[config.mk]
export PLATFORM = sky130hd
export DESIGN_NAME = instr_issuer
export DESIGN_NICKNAME = d
export VERILOG_FILES = /design/src/rtl/instr_issuer.sv
export SDC_FILE = /design/constraint.sdc
export NUM_CORES = 1
export LEC_CHECK = 0
export CORE_MARGIN = 4
export CORE_UTILIZATION = 63
export DETAILED_ROUTE_END_ITERATION = 10
export GPL_TIMING_DRIVEN = 0
export PLACE_DENSITY_LB_ADDON = 0.3
export SLEW_MARGIN = 20
export SYNTH_ARGS = -nofsm -noshare
export SYNTH_HDL_FRONTEND = slang
export SYNTH_SLANG_ARGS = --single-unit
[constraint.sdc]
create_clock -name clk -period 7.45 [get_ports clk]
set_input_delay 0.745 -clock clk [delete_from_list [all_inputs] [get_ports clk]]
set_output_delay 0.745 -clock clk [all_outputs]
set_load 0.01 [all_outputs]
[src/rtl/instr_issuer.sv]
// Instruction issuer: loader FIFO feeding a hold-timed issue FSM.
// Drives cpu.instruction; NOP (zero) whenever nothing is being held.
//
// Ports:
//   clk, reset         rising-edge clock, synchronous active-high reset
//   wr_en, wr_instr    loader write into the FIFO
//   run                issue enable (level)
//   full, empty, level FIFO status; overflow is sticky on dropped writes
//   instruction        bus to the cpu
//   issue_valid        pulse on the first cycle of each instruction
//   busy               high while an instruction is held
module instr_issuer #(
  parameter int WIDTH_DATA = 16,
  parameter int FAWIDTH    = 3,
  parameter int HOLD_SHORT = 4,
  parameter int HOLD_LONG  = 8
) (
  input  logic                  clk,
  input  logic                  reset,
  input  logic                  wr_en,
  input  logic [WIDTH_DATA-1:0] wr_instr,
  input  logic                  run,
  output logic                  full,
  output logic                  empty,
  output logic [FAWIDTH:0]      level,
  output logic                  overflow,
  output logic [WIDTH_DATA-1:0] instruction,
  output logic                  issue_valid,
  output logic                  busy
);

  localparam int DEPTH = 1 << FAWIDTH;

  typedef enum logic {
    IDLE,
    ISSUE
  } state_t;

  logic [WIDTH_DATA-1:0] mem_q [DEPTH];

  logic [FAWIDTH:0]      wr_ptr_q, wr_ptr_d;
  logic [FAWIDTH:0]      rd_ptr_q, rd_ptr_d;
  logic                  overflow_q, overflow_d;
  state_t                state_q, state_d;
  logic [7:0]            hold_cnt_q, hold_cnt_d;
  logic [WIDTH_DATA-1:0] instr_q, instr_d;
  logic                  valid_q, valid_d;
  logic                  busy_q, busy_d;

  logic                  wr_ok;
  logic                  pop;
  logic                  free_slot;
  logic [WIDTH_DATA-1:0] head;

  // Opcode to total on-bus cycles; opcode 0 still occupies one slot.
  function automatic logic [7:0] hold_of(input logic [4:0] op);
    logic [7:0] h;
    unique case (1'b1)
      (op == 5'd0):                 h = 8'd1;
      (op == 5'd4 || op == 5'd21):  h = 8'(HOLD_LONG);
      default:                      h = 8'(HOLD_SHORT);
    endcase
    return h;
  endfunction

  // Pointers carry one extra bit so full and empty are distinguishable.
  assign level = wr_ptr_q - rd_ptr_q;
  assign full  = (level == (FAWIDTH+1)'(DEPTH));
  assign empty = (level == '0);
  assign head  = mem_q[rd_ptr_q[FAWIDTH-1:0]];

  assign wr_ok = wr_en && !full;

  // A new instruction may start when idle or on the last hold cycle.
  assign free_slot = (state_q == IDLE) || (hold_cnt_q == 8'd0);
  assign pop       = run && !empty && free_slot;

  always_comb begin
    wr_ptr_d   = wr_ptr_q;
    rd_ptr_d   = rd_ptr_q;
    overflow_d = overflow_q;
    if (wr_ok)
      wr_ptr_d = wr_ptr_q + 1'b1;
    if (wr_en && full)
      overflow_d = 1'b1;
    if (pop)
      rd_ptr_d = rd_ptr_q + 1'b1;
  end

  always_comb begin
    state_d    = state_q;
    hold_cnt_d = hold_cnt_q;
    instr_d    = instr_q;
    valid_d    = 1'b0;
    if (pop) begin
      state_d    = ISSUE;
      instr_d    = head;
      valid_d    = 1'b1;
      hold_cnt_d = hold_of(head[WIDTH_DATA-1 -: 5]) - 8'd1;
    end else begin
      unique case (state_q)
        IDLE: begin
          instr_d = '0;
        end
        ISSUE: begin
          if (hold_cnt_q != 8'd0) begin
            hold_cnt_d = hold_cnt_q - 8'd1;
          end else begin
            state_d = IDLE;
            instr_d = '0;
          end
        end
        default: begin
          state_d = IDLE;
          instr_d = '0;
        end
      endcase
    end
    busy_d = (state_d == ISSUE);
  end

  always_ff @(posedge clk) begin
    if (wr_ok)
      mem_q[wr_ptr_q[FAWIDTH-1:0]] <= wr_instr;
  end

  always_ff @(posedge clk) begin
    if (reset) begin
      wr_ptr_q   <= '0;
      rd_ptr_q   <= '0;
      overflow_q <= 1'b0;
      state_q    <= IDLE;
      hold_cnt_q <= '0;
      instr_q    <= '0;
      valid_q    <= 1'b0;
      busy_q     <= 1'b0;
    end else begin
      wr_ptr_q   <= wr_ptr_d;
      rd_ptr_q   <= rd_ptr_d;
      overflow_q <= overflow_d;
      state_q    <= state_d;
      hold_cnt_q <= hold_cnt_d;
      instr_q    <= instr_d;
      valid_q    <= valid_d;
      busy_q     <= busy_d;
    end
  end

  assign overflow    = overflow_q;
  assign instruction = instr_q;
  assign issue_valid = valid_q;
  assign busy        = busy_q;

endmodule

==> flow_summary.json <==
{
  "grt_pass1_wl_mm": 21.39,
  "synth_warnings": 0,
  "die_h_um": 110.1,
  "cp.arrival_ns": 4.55,
  "crit_path_top_delay_cell": "dfxtp_1",
  "final_cell_count_no_fill": 619,
  "tightestPinTransition_ns": 0.9028,
  "path_max_fanout": 10,
  "overflow": 0,
  "n_antenna_cell": 0,
  "finClkSkew_ns": 0.009387,
  "cts_buffer_depth": 2,
  "cts_sinks": 166,
  "start_util_pct": 64.22,
  "worstPathCellList": "inv_1 > ha_1 > inv_1 > fa_1 > or3_1 > clkbuf_1 > o311a_2 > buf_6 > mux2i_1 > ha_1 > nand2_1 > a2111o_1 > nand3b_1 > o21ai_0 > o21ba_2",
  "rsz0062_at_grt": "false",
  "period_share_pct": 55.38,
  "syn_nets": 417,
  "dieArea_sq_um": 12130,
  "required_ns": 7.88,
  "worstSetupPathType": "reg -> reg",
  "dpl.cell_count": 587,
  "ant_nets": 0,
  "drc": 0,
  "num_rows": 37,
  "coreArea_sq_um": 10230,
  "clockRootBuffer": "clkbuf_8",
  "syn_inst": 390,
  "dp_hpwl_mm": 9.431,
  "gp_congestion": 0.8815,
  "drt_iter0_drc": 302,
  "nNetsFinal": 497,
  "die_x_um": 110.1,
  "synthToLayoutAreaGrowth_pct": 19.75,
  "crit_path_start_kind": "flip-flop",
  "syn_area_per_cell_sq_um": 16.85,
  "worst_path_dominant_cell_family": "compound AO/OA/AOI/OAI gates",
  "synth_edf_count": 128,
  "period_minus_slack_ns": 4.126,
  "drive_gt1_share_pct": 21.33,
  "antenna_found_initial": 0,
  "slew_headroom_pct": 39.81,
  "cts_setup_buffers": 0,
  "leakagePower_nw": 2.594,
  "wl_mm": 13.71,
  "drtPass1Iterations": 5,
  "grt_max_degree": 17,
  "maxCapViolations": 0,
  "layout_setup_ws_ns": 3.324,
  "max_freq_ghz": 0.2424,
  "ios": 45,
  "dp_slack_ns": 3.402,
  "ys_seq_area_share_pct": 70.08,
  "fin_tns_setup_ns": 0,
  "via_count": 3770,
  "ys_types": 49,
  "cts.reportedPaths.clkPinSlew_ns": 0.06,
  "cts_buffers": 17,
  "ys_ff_latch": 166,
  "via_per_inst": 6.090,
  "max_stage_delay_ns": 0.50,
  "hold_viol_final": 0,
  "io_buffer_count": 44,
  "power_density_nw_per_um2": 357.0,
  "ctsHoldBuffers": 0,
  "route.detailed.wl_per_inst_um": 22.15,
  "peakVddDrop_v": 0.0002423,
  "hold_path.class": "reg -> reg",
  "worstSkewPairLatency_ns": 0.53,
  "setup_viol": 0,
  "ys_async_sr_fraction_pct": 0,
  "grtUsageTotal_pct": 25.12,
  "fillers": 579,
  "worst_setup_path_end_kind": "flip-flop",
  "cts_tree": "yes",
  "syn_area_sq_um": 6570,
  "drv_slew": 0,
  "status": "complete, no violations",
  "yosys_most_used_dff": "edfxtp_1",
  "h-tree-depth": 4,
  "cp.buffers_inverters": 4,
  "grt_pass1_vias": 3803,
  "cts_resized": 0
}
-- synth_stat cells (2+ instances only) --
master / instances / area share, %
edfxtp_1: 128 / 59
dfxtp_1: 38 / 12
mux4_2: 34 / 12
nor2_1: 29 / 1.7
nand2_1: 23 / 1.3
mux2i_1: 18 / 2.7
o21ai_0: 18 / 1.4
a21oi_1: 12 / 0.91
inv_1: 9 / 0.51
clkbuf_1: 7 / 0.40
nor3_1: 7 / 0.53
ha_1: 6 / 1.1
buf_2: 5 / 0.38
or3_1: 5 / 0.48
xnor2_1: 5 / 0.67
xor2_1: 4 / 0.53
nor4_1: 3 / 0.29
a31oi_1: 2 / 0.19
and3_1: 2 / 0.19
nand2b_1: 2 / 0.19
nand3b_1: 2 / 0.23
nor4b_1: 2 / 0.27
o211ai_1: 2 / 0.23
o22ai_1: 2 / 0.19
-- through the flow --
stage               total power, W  util [%]  hold slack, ns  instance area (sq um)
global route              0.002941     76.90          0.4777                   7868
floorplan                 0.001732         -          0.4626                   6570
finish                    0.002808     76.90          0.4513                   7868
detailed placement        0.002063     71.86          0.4421                   7352
global placement          0.002000     70.18          0.4327                   7181
CTS                       0.002825     76.90          0.4563                   7868
-- cell usage in the layout, fill, tap and decap left out, types with 2 or more instances in the layout --
master	count
inv_1	9
dfxtp_1	38
inv_6	2
mux2i_1	18
buf_4	10
nand3b_1	2
nor4_2	2
clkbuf_8	2
clkdlybuf4s50_1	44
clkinv_4	2
clkinv_2	3
nor3_1	4
nand2b_1	2
clkbuf_16	16
o21ai_0	18
and3_1	2
or3_1	5
ha_1	6
nor3_2	4
clkinv_1	2
nor2_1	28
xor2_1	4
clkinvlp_4	3
buf_2	10
o211ai_1	2
o22ai_1	2
buf_6	3
clkbuf_1	9
a21oi_1	12
xnor2_1	5
mux4_2	34
edfxtp_1	128
a31oi_1	2
nand2_1	23
-- power by group --
part | switching, W | internal, W | leakage (nW) | total (W)
combinational | 0.000450 | 0.000398 | 0.875 | 0.000848
sequential | 0.0000747 | 0.00113 | 1.47 | 0.00120
clock | 0.000341 | 0.000417 | 0.247 | 0.000758
total | 0.000865 | 0.00194 | 2.59 | 0.00281
-- final cells by class --
type                       instances  area, sq um  area share [%]
inverter                           9        33.78          0.4294
clock inverter                    12        80.08           1.018
clock buffer                      20        435.4           5.534
timing repair buffer              61        570.5           7.252
sequential                       166         4604           58.52
multi-input combinational        200         1899           24.14
tap                              136        170.2           2.163
buffer                            15        73.82          0.9383
-- state kept, by name, indices dropped and copies added, names as in the netlist, named ones only --
| register | flops |
|---|---|
| overflow | 1 |
| instruction | 16 |
| issue_valid | 1 |
| busy | 1 |
| mem_q | 128 |
| hold_cnt_q | 8 |
| rd_ptr_q | 4 |
| wr_ptr_q | 4 |
-- tightest hold or removal path, stage by stage (launching register included) --
cell and delay (ns):
dfxtp_1 0.32, nand2_1 0.04, o21ai_0 0.05
-- cells by family after synthesis --
kind of cell	count (synthesis)	share of synthesized area, %
mux	53	14.57
simple gates	82	6.170
flops	166	70.08
fa+ha+maj	7	1.447
xor+xnor	9	1.200
buf+inv	24	1.638
compound gates	49	4.894
-- path summary, 6_finish.rpt --
kind / start / to / slack, ns / depth (start not counted)
setup / recovery: wr_ptr_q[0] / hold_cnt_q[4] / 3.32 / 15
hold / removal: instruction[14] / instruction[14] / 0.45 / 2
setup reg to reg: wr_ptr_q[0] / hold_cnt_q[4] / 3.32 / 15
hold reg to reg: instruction[14] / instruction[14] / 0.45 / 2
-- layer usage --
metal,wire (um),GRT usage [%],share of wire (%)
met1,5347,32.42,39
met3,817,5.009,6.0
met2,7261,40.86,53
met4,286,13.02,2.1
met5,0,0,0
No activity file was read; power rests on OpenSTA's default activity.
